==> src/rtl/max_pool_stream.sv <==
// Streaming 2x2 stride-2 max pooling over a raster-order feature map.
// Define MAXPOOL_FUSED_RELU_EN to clamp negative input samples to zero before pooling.
module max_pool_stream #(
  parameter int IN_WIDTH  = 30,
  parameter int IN_HEIGHT = 30,
  parameter int DATA_W    = 22
) (
  input  logic                     clk,
  input  logic                     rst,
  input  logic                     frame_start,
  input  logic                     in_valid,
  input  logic signed [DATA_W-1:0] in_data,
  output logic                     out_valid,
  output logic signed [DATA_W-1:0] out_data,
  output logic                     out_last,
  output logic                     frame_done,
  output logic                     busy
);

  localparam int COL_W        = (IN_WIDTH > 1) ? $clog2(IN_WIDTH) : 1;
  localparam int ROW_W        = (IN_HEIGHT > 1) ? $clog2(IN_HEIGHT) : 1;
  localparam int LB_DEPTH     = (IN_WIDTH / 2 > 0) ? IN_WIDTH / 2 : 1;
  localparam int LB_AW        = (LB_DEPTH > 1) ? $clog2(LB_DEPTH) : 1;
  localparam int LAST_OUT_COL = 2 * (IN_WIDTH / 2) - 1;
  localparam int LAST_OUT_ROW = 2 * (IN_HEIGHT / 2) - 1;

  typedef enum logic {IDLE, ACTIVE} state_t;

  state_t                     state_q, state_d;
  logic [COL_W-1:0]           col_q, col_d;
  logic [ROW_W-1:0]           row_q, row_d;
  logic signed [DATA_W-1:0]   hold_q, hold_d;
  logic                       busy_q, busy_d;
  logic                       out_valid_q, out_valid_d;
  logic signed [DATA_W-1:0]   out_data_q, out_data_d;
  logic                       out_last_q, out_last_d;
  logic                       frame_done_q, frame_done_d;

  logic signed [DATA_W-1:0]   linebuf_q [LB_DEPTH];
  logic [LB_AW-1:0]           lb_idx;
  logic                       lb_we;
  logic signed [DATA_W-1:0]   lb_rd;
  logic signed [DATA_W-1:0]   in_sample;
  logic signed [DATA_W-1:0]   pair;
  logic signed [DATA_W-1:0]   result;

`ifdef MAXPOOL_FUSED_RELU_EN
  assign in_sample = in_data[DATA_W-1] ? '0 : in_data;
`else
  assign in_sample = in_data;
`endif

  assign lb_idx = LB_AW'(col_q >> 1);
  assign lb_rd  = linebuf_q[lb_idx];
  // Ties keep the earlier operand: held sample over new one, buffered row over current pair.
  assign pair   = (hold_q >= in_sample) ? hold_q : in_sample;
  assign result = (lb_rd >= pair) ? lb_rd : pair;

  always_comb begin
    state_d      = state_q;
    col_d        = col_q;
    row_d        = row_q;
    hold_d       = hold_q;
    busy_d       = busy_q;
    out_valid_d  = 1'b0;
    out_last_d   = 1'b0;
    out_data_d   = out_data_q;
    frame_done_d = out_last_q;
    lb_we        = 1'b0;

    if (frame_start) begin
      state_d = ACTIVE;
      busy_d  = 1'b1;
      col_d   = '0;
      row_d   = '0;
    end else if (state_q == ACTIVE && in_valid) begin
      if (!col_q[0]) begin
        hold_d = in_sample;
      end else if (!row_q[0]) begin
        lb_we = 1'b1;
      end else begin
        out_valid_d = 1'b1;
        out_data_d  = result;
        out_last_d  = (row_q == ROW_W'(LAST_OUT_ROW)) && (col_q == COL_W'(LAST_OUT_COL));
      end

      if (col_q == COL_W'(IN_WIDTH - 1)) begin
        col_d = '0;
        if (row_q == ROW_W'(IN_HEIGHT - 1)) begin
          row_d   = '0;
          state_d = IDLE;
          busy_d  = 1'b0;
        end else begin
          row_d = row_q + 1'b1;
        end
      end else begin
        col_d = col_q + 1'b1;
      end
    end
  end

  always_ff @(posedge clk) begin
    if (rst) begin
      state_q      <= IDLE;
      col_q        <= '0;
      row_q        <= '0;
      hold_q       <= '0;
      busy_q       <= 1'b0;
      out_valid_q  <= 1'b0;
      out_data_q   <= '0;
      out_last_q   <= 1'b0;
      frame_done_q <= 1'b0;
    end else begin
      state_q      <= state_d;
      col_q        <= col_d;
      row_q        <= row_d;
      hold_q       <= hold_d;
      busy_q       <= busy_d;
      out_valid_q  <= out_valid_d;
      out_data_q   <= out_data_d;
      out_last_q   <= out_last_d;
      frame_done_q <= frame_done_d;
    end
  end

  // Line buffer has no reset: every entry is written on an even row before the odd row reads it.
  always_ff @(posedge clk) begin
    if (lb_we) begin
      linebuf_q[lb_idx] <= pair;
    end
  end

  assign out_valid  = out_valid_q;
  assign out_data   = out_data_q;
  assign out_last   = out_last_q;
  assign frame_done = frame_done_q;
  assign busy       = busy_q;

endmodule

==> config.mk <==
export PLATFORM = sky130hd
export DESIGN_NAME = max_pool_stream
export DESIGN_NICKNAME = d
export VERILOG_FILES = /design/src/rtl/max_pool_stream.sv
export SDC_FILE = /design/constraint.sdc
export NUM_CORES = 1
export LEC_CHECK = 0
export BUFFER_PORTS_ARGS = -buffer_cell sky130_fd_sc_hd__buf_2
export CAP_MARGIN = 20
export CORE_MARGIN = 2
export CORE_UTILIZATION = 40
export DETAILED_ROUTE_END_ITERATION = 7
export GPL_ROUTABILITY_DRIVEN = 0
export SLEW_MARGIN = 0
export SYNTH_ARGS = -nofsm -noshare
export SYNTH_HDL_FRONTEND = slang
export SYNTH_SLANG_ARGS = --single-unit
==> constraint.sdc <==
create_clock -name clk -period 4.85 [get_ports clk]
set_clock_uncertainty 0.05 [all_clocks]
set_input_delay 0.97 -clock clk [delete_from_list [all_inputs] [get_ports clk]]
set_output_delay 0.97 -clock clk [all_outputs]
set_load 0.05 [all_outputs]
# Yosys cells after proc, flatten, opt, wreduce, memory -nomap -nowiden
# Memory sizes are Yosys's and may differ from the RTL's. A register that Yosys moved wholly into a read port is not among the register bits.
# Index checks and enable logic that the tools add are counted.
[classes]
add_sub_neg = 2
n_lt_le_gt_ge = 2
eq_ne = 2
mux = 17
bitwise = 4
n_reduce_logical = 12
[ops]
columns = ["cell", "count"]
rows = [
  ["$ge A22 B22 Y1", 2],
  ["$mux W22", 2],
  ["$mux W1", 11],
  ["$add A5 B1 Y5 const B", 2],
  ["$eq A5 B5 Y1 const B", 2],
  ["$mux W5", 2],
  ["$mux W4", 2],
  ["$reduce_and A3 Y1", 2],
  ["$reduce_bool A2 Y1", 3],
  ["$reduce_or A5 Y1", 1],
  ["$not A1 Y1", 4],
  ["$reduce_and A4 Y1", 1],
  ["$reduce_or A4 Y1", 1],
  ["$logic_and A1 B1 Y1", 2],
  ["$reduce_and A2 Y1", 1],
  ["$reduce_or A2 Y1", 1],
]
[word_totals]
regBits = 58
mem_bits_rw = 330
n_memories = 1
[mem_list]
columns = ["name", "depth", "width", "rd", "rd_ports_with_merged_regs", "wr", "line_no", "text"]
rows = [
  ["linebuf_q", 15, 22, 1, 1, 1, "39", "logic signed [DATA_W-1:0] linebuf_q [LB_DEPTH];"],
]

# Longest topological paths before layout
[depth]
word_depth = 6
mapped_depth = 20

# Worst setup path after synthesis
# Ideal clock, no wire load.
[synth_timing]
path_type = "input -> register"
startpoint = "in in_data[17]"
endpoint = "reg out_data_q[10], in the netlist out_data[10]"
setup_time_ns = 0.138
arrival_ns = 4.449
t_required_ns = 4.662
path_slack_ns = 0.213
path_stages = 19
path_cell_list = "inv_1 > ha_1 > a21oi_1 > o21bai_1 > a2111oi_4 > buf_4 > buf_2 > a21o_1 > nand4_1 > a211oi_2 > ha_1 > a21oi_1 > o21ai_0 > a221oi_1 > o211ai_1 > mux2_2 > nand2_1 > clkbuf_1 > o221ai_1"
[synth_via]
elab_chain_cells = 4
[synth_lines]
columns = ["element", "line_no", "text"]
rows = [
  ["from (decl)", "12", "input logic signed [DATA_W-1:0] in_data,"],
  ["$ge A22 B22 Y1", "56", "assign pair = (hold_q >= in_sample) ? hold_q : in_sample;"],
  ["$mux W22 *", "56", ""],
  ["$ge A22 B22 Y1", "57", "assign result = (lb_rd >= pair) ? lb_rd : pair;"],
  ["$mux W22 *", "57", ""],
  ["to (signal assigned)", "120", "out_data_q <= out_data_d;"],
  ["to (decl)", "35", "logic signed [DATA_W-1:0] out_data_q, out_data_d;"],
]
# Every way passes the cells marked *; elsewhere a longest branch is shown, timed or not.
# A chain may end at the register's enable or synchronous reset.

# Worst setup path in the final report
[layout_timing]
startpoint = "in in_data[21]"
endpoint = "reg out_data_q[20], in the netlist out_data[20]"
# Same word-level chain as after synthesis.

==> metrics.md <==
| Metric | Value |
|---|---|
| Status | complete, no violations |
| Worst-path cell chain | buf_2 > inv_1 > ha_2 > nand4_1 > nor4_4 > o31ai_4 > buf_12 > buf_12 > a211o_1 > nand4_1 > a211oi_2 > ha_1 > and4_1 > and4_1 > o31ai_1 > o211ai_1 > mux2_2 > buf_4 > buf_12 > o221ai_1 |
| Async SR Flop Fraction | 0 |
| Final wirelength | 44.5 mm |
| Crit path kind | input port to flip-flop |
| Hold slack | 0.421 ns |
| Clk Latency, worst-skew pair | 0.54 ns |
| Placed Area | 0.0196 sq mm |
| Register area share after synthesis | 0.632 |
| Critical R2R Capture | out_data[20] |
| CP Max Fanout | 44 |
| Vias in the first global route | 11,023 |
| Hold endpoint | frame_done |
| Vias | 11,117 |
| Final period util | 0.952 |
| Lkg Pwr | 7.02 nW |
| Initial Util | 0.408 |
| Post-Route Utilization | 0.482 |
| Antenna Nets Post-Route | 0 |
| Initial antenna violation count | 2 |
| Synth Area in Adders | 0.0340 |
| Pre-CTS setup slack | -0.349 ns |
| Dpl cells | 1,922 |
| R2R Setup Slk | 0.41 ns |
| VDD IR max | 242 uV |
| RSZ-0062 raised after global routing | no |
| DRC | 0 |
| Startpoint types | input port |
| Port Buffer Count | 51 |
| Pin count of the biggest net entering global routing | 49 |
| H-tree depth | 2 |
| Worst hold stages | 1 |
| Top delay family on crit path | simple AND/OR/NAND/NOR gates |
| Die X | 214 um |
| Post-synthesis simple-gate area fraction | 0.0933 |
| CP required | 5.24 ns |
| R2R depth | 18 |
| CTS root buf | clkbuf_16 |
| FF-to-FF Start | hold_q[21] |
| Final Hold Fails | 0 |
| Nets | 1,456 |
| CTS tree | yes |
| Final setup TNS | 0 ns |
| Post-Syn Area | 0.0176 sq mm |
| Syn_nets | 1,304 |
| Hold Crit Class | flip-flop to flip-flop |
| DRT iter0 DRCs | 888 |
| Clock sink count | 392 |
| DIE HEIGHT | 214 um |
| EDFF count, synth | 330 |
| DRT Pass-1 Iters | 5 |
| Most common cell after layout, fill and taps aside | edfxtp_1 |
| CP most frequent cell | buf_12 |
| N_diodes | 0 |
| Final Instance Area | 0.0209 sq mm |
| Synth cell types | 49 |
| Dpl hpwl | 27.8 mm |
| Largest cells by area after synthesis | edfxtp_1, mux4_2, dfxtp_1 |
| Yosys top cell area share | 0.562 |
| Bufs and invs on worst path | 6 |
| GR Util met1 | 0.282 |
| Warnings from Yosys | 0 |
| Max incr delay on CP | 0.46 ns |
| Synth area leader | edfxtp_1 |
| Fin crit period | 4.62 ns |
| Area of the core | 0.0433 sq mm |
| Crit-path slowest cell | nor4_4 |
| Gate Count Post-Synth | 1,230 |
| Final max-slew violation count | 0 |
| Global Route Usage Sum | 0.195 |
| Final worst slack | 0.233 ns |
| Final setup viols | 0 |
| Synth-to-layout area growth | 18.3% |
| Max-cap check violation count | 0 |
| Crit path capture type | flip-flop |
| GRT met3 Usage | 0.0291 |
| Max Fclk | 217 MHz |
| Worst hold path startpoint | out_last |
| First-pass GRT wire length | 68.6 mm |
| CTS Buf Count | 42 |
| Multiplexer share of the synthesized area | 0.125 |
| Non-Filler Instances | 1,993 |
| XOR/XNOR Fraction of Synth Area | 0.00298 |
| Main synth FF type | edfxtp_1 |
| Synth Area in Compound Gates | 0.0799 |
| Routed len/inst | 22.3 um |
| Most frequent cells in the layout | edfxtp_1, nand2_1, buf_4, mux4_2, a21oi_1 |
| Share of post-route cells with drive strength above 1 | 0.272 |
| CTS max path bufs | 3 |
| Busiest grt layer | met2 |
| Largest family of logic cells by synthesized area | multiplexers |
| DR vias/cell | 5.58 |
| WP data arrival | 5.00 ns |
| Max-Slew Margin vs Limit | 0.362 |
| Num ports | 52 |
| Routing usage on met2 | 0.315 |
| Worst Tran Pin Value | 0.957 ns |
| PD cells | 342 mW/mm^2 |
| Clock transition at path regs | 0.06 ns |
| Die area | 0.0458 sq mm |
| Total power | 7.13 mW |
| # rows | 76 |
| Number of synthesized register bits | 392 |
| GRT Residual Overflow | 0 |
| Avg Inst Size Synth | 14.3 sq um |
## power breakdown
part,switching [mW],total (mW),internal [mW]
registers,0.0103,3.70,3.68
logic,0.231,0.373,0.142
clock network,1.27,3.06,1.80
total,1.51,7.13,5.62
## repair_timing
action                     CTS  global route
setup buffers                0             1
resized for setup            0             3
hold buffers                 0             0
setup endpoints to repair    0            18
## sequential cells by signal, summed over array words and instances (netlist names), named ones only
name	cells
col_q	5
out_data	22
out_last	1
busy	1
hold_q	22
linebuf_q	330
frame_done	1
out_valid	1
row_q	5
## synthesized netlist by cell type (21+ instances only)
master / number
edfxtp_1: 330
nand4_1: 52
dfxtp_1: 62
ha_1: 48
mux4_2: 88
mux2i_1: 22
nand2_1: 177
nand4b_1: 21
o221ai_1: 21
a21oi_1: 72
clkbuf_1: 44
buf_2: 24
inv_1: 49
nor2_1: 49
o21ai_0: 32
## metal layers
layer,part of all wire,vias up
met5,0,-
met4,0.014,0
met2,0.47,387
met1,0.44,5598
met3,0.066,49
li1,-,5083
## logic make-up (layout without fill, tap and decap cells)
family | after synthesis | after routing
flip-flops | 392 | 392
AND/OR/NAND/NOR | 342 | 342
multiplexers | 111 | 111
adder cells (fa/ha/maj) | 48 | 48
XOR/XNOR | 6 | 6
buffers and inverters | 132 | 310
AO/OA/AOI/OAI | 199 | 199
## layout make-up
class,instances,area (sq um)
clock buffer,57,1140
clock inverter,13,151
fill,3675,22400
inverter,49,184
multi-input combinational,706,6020
sequential,392,11200
tap,585,732
timing repair buffer,191,1490
## worst max path at each step
stage                     depth (start not counted)  slack, ns            to        start
after floorplan                                  19       0.21  out_data[10]  in_data[17]
after global placement                           20      -0.20   out_data[4]  in_data[17]
after detailed placement                         20      -0.35  out_data[12]  in_data[21]
after CTS                                        20       0.19  out_data[13]  in_data[21]
after global routing                             19       0.01   out_data[6]  in_data[21]
final                                            20       0.23  out_data[20]  in_data[21]
No activity file was read; power rests on OpenSTA's default activity.
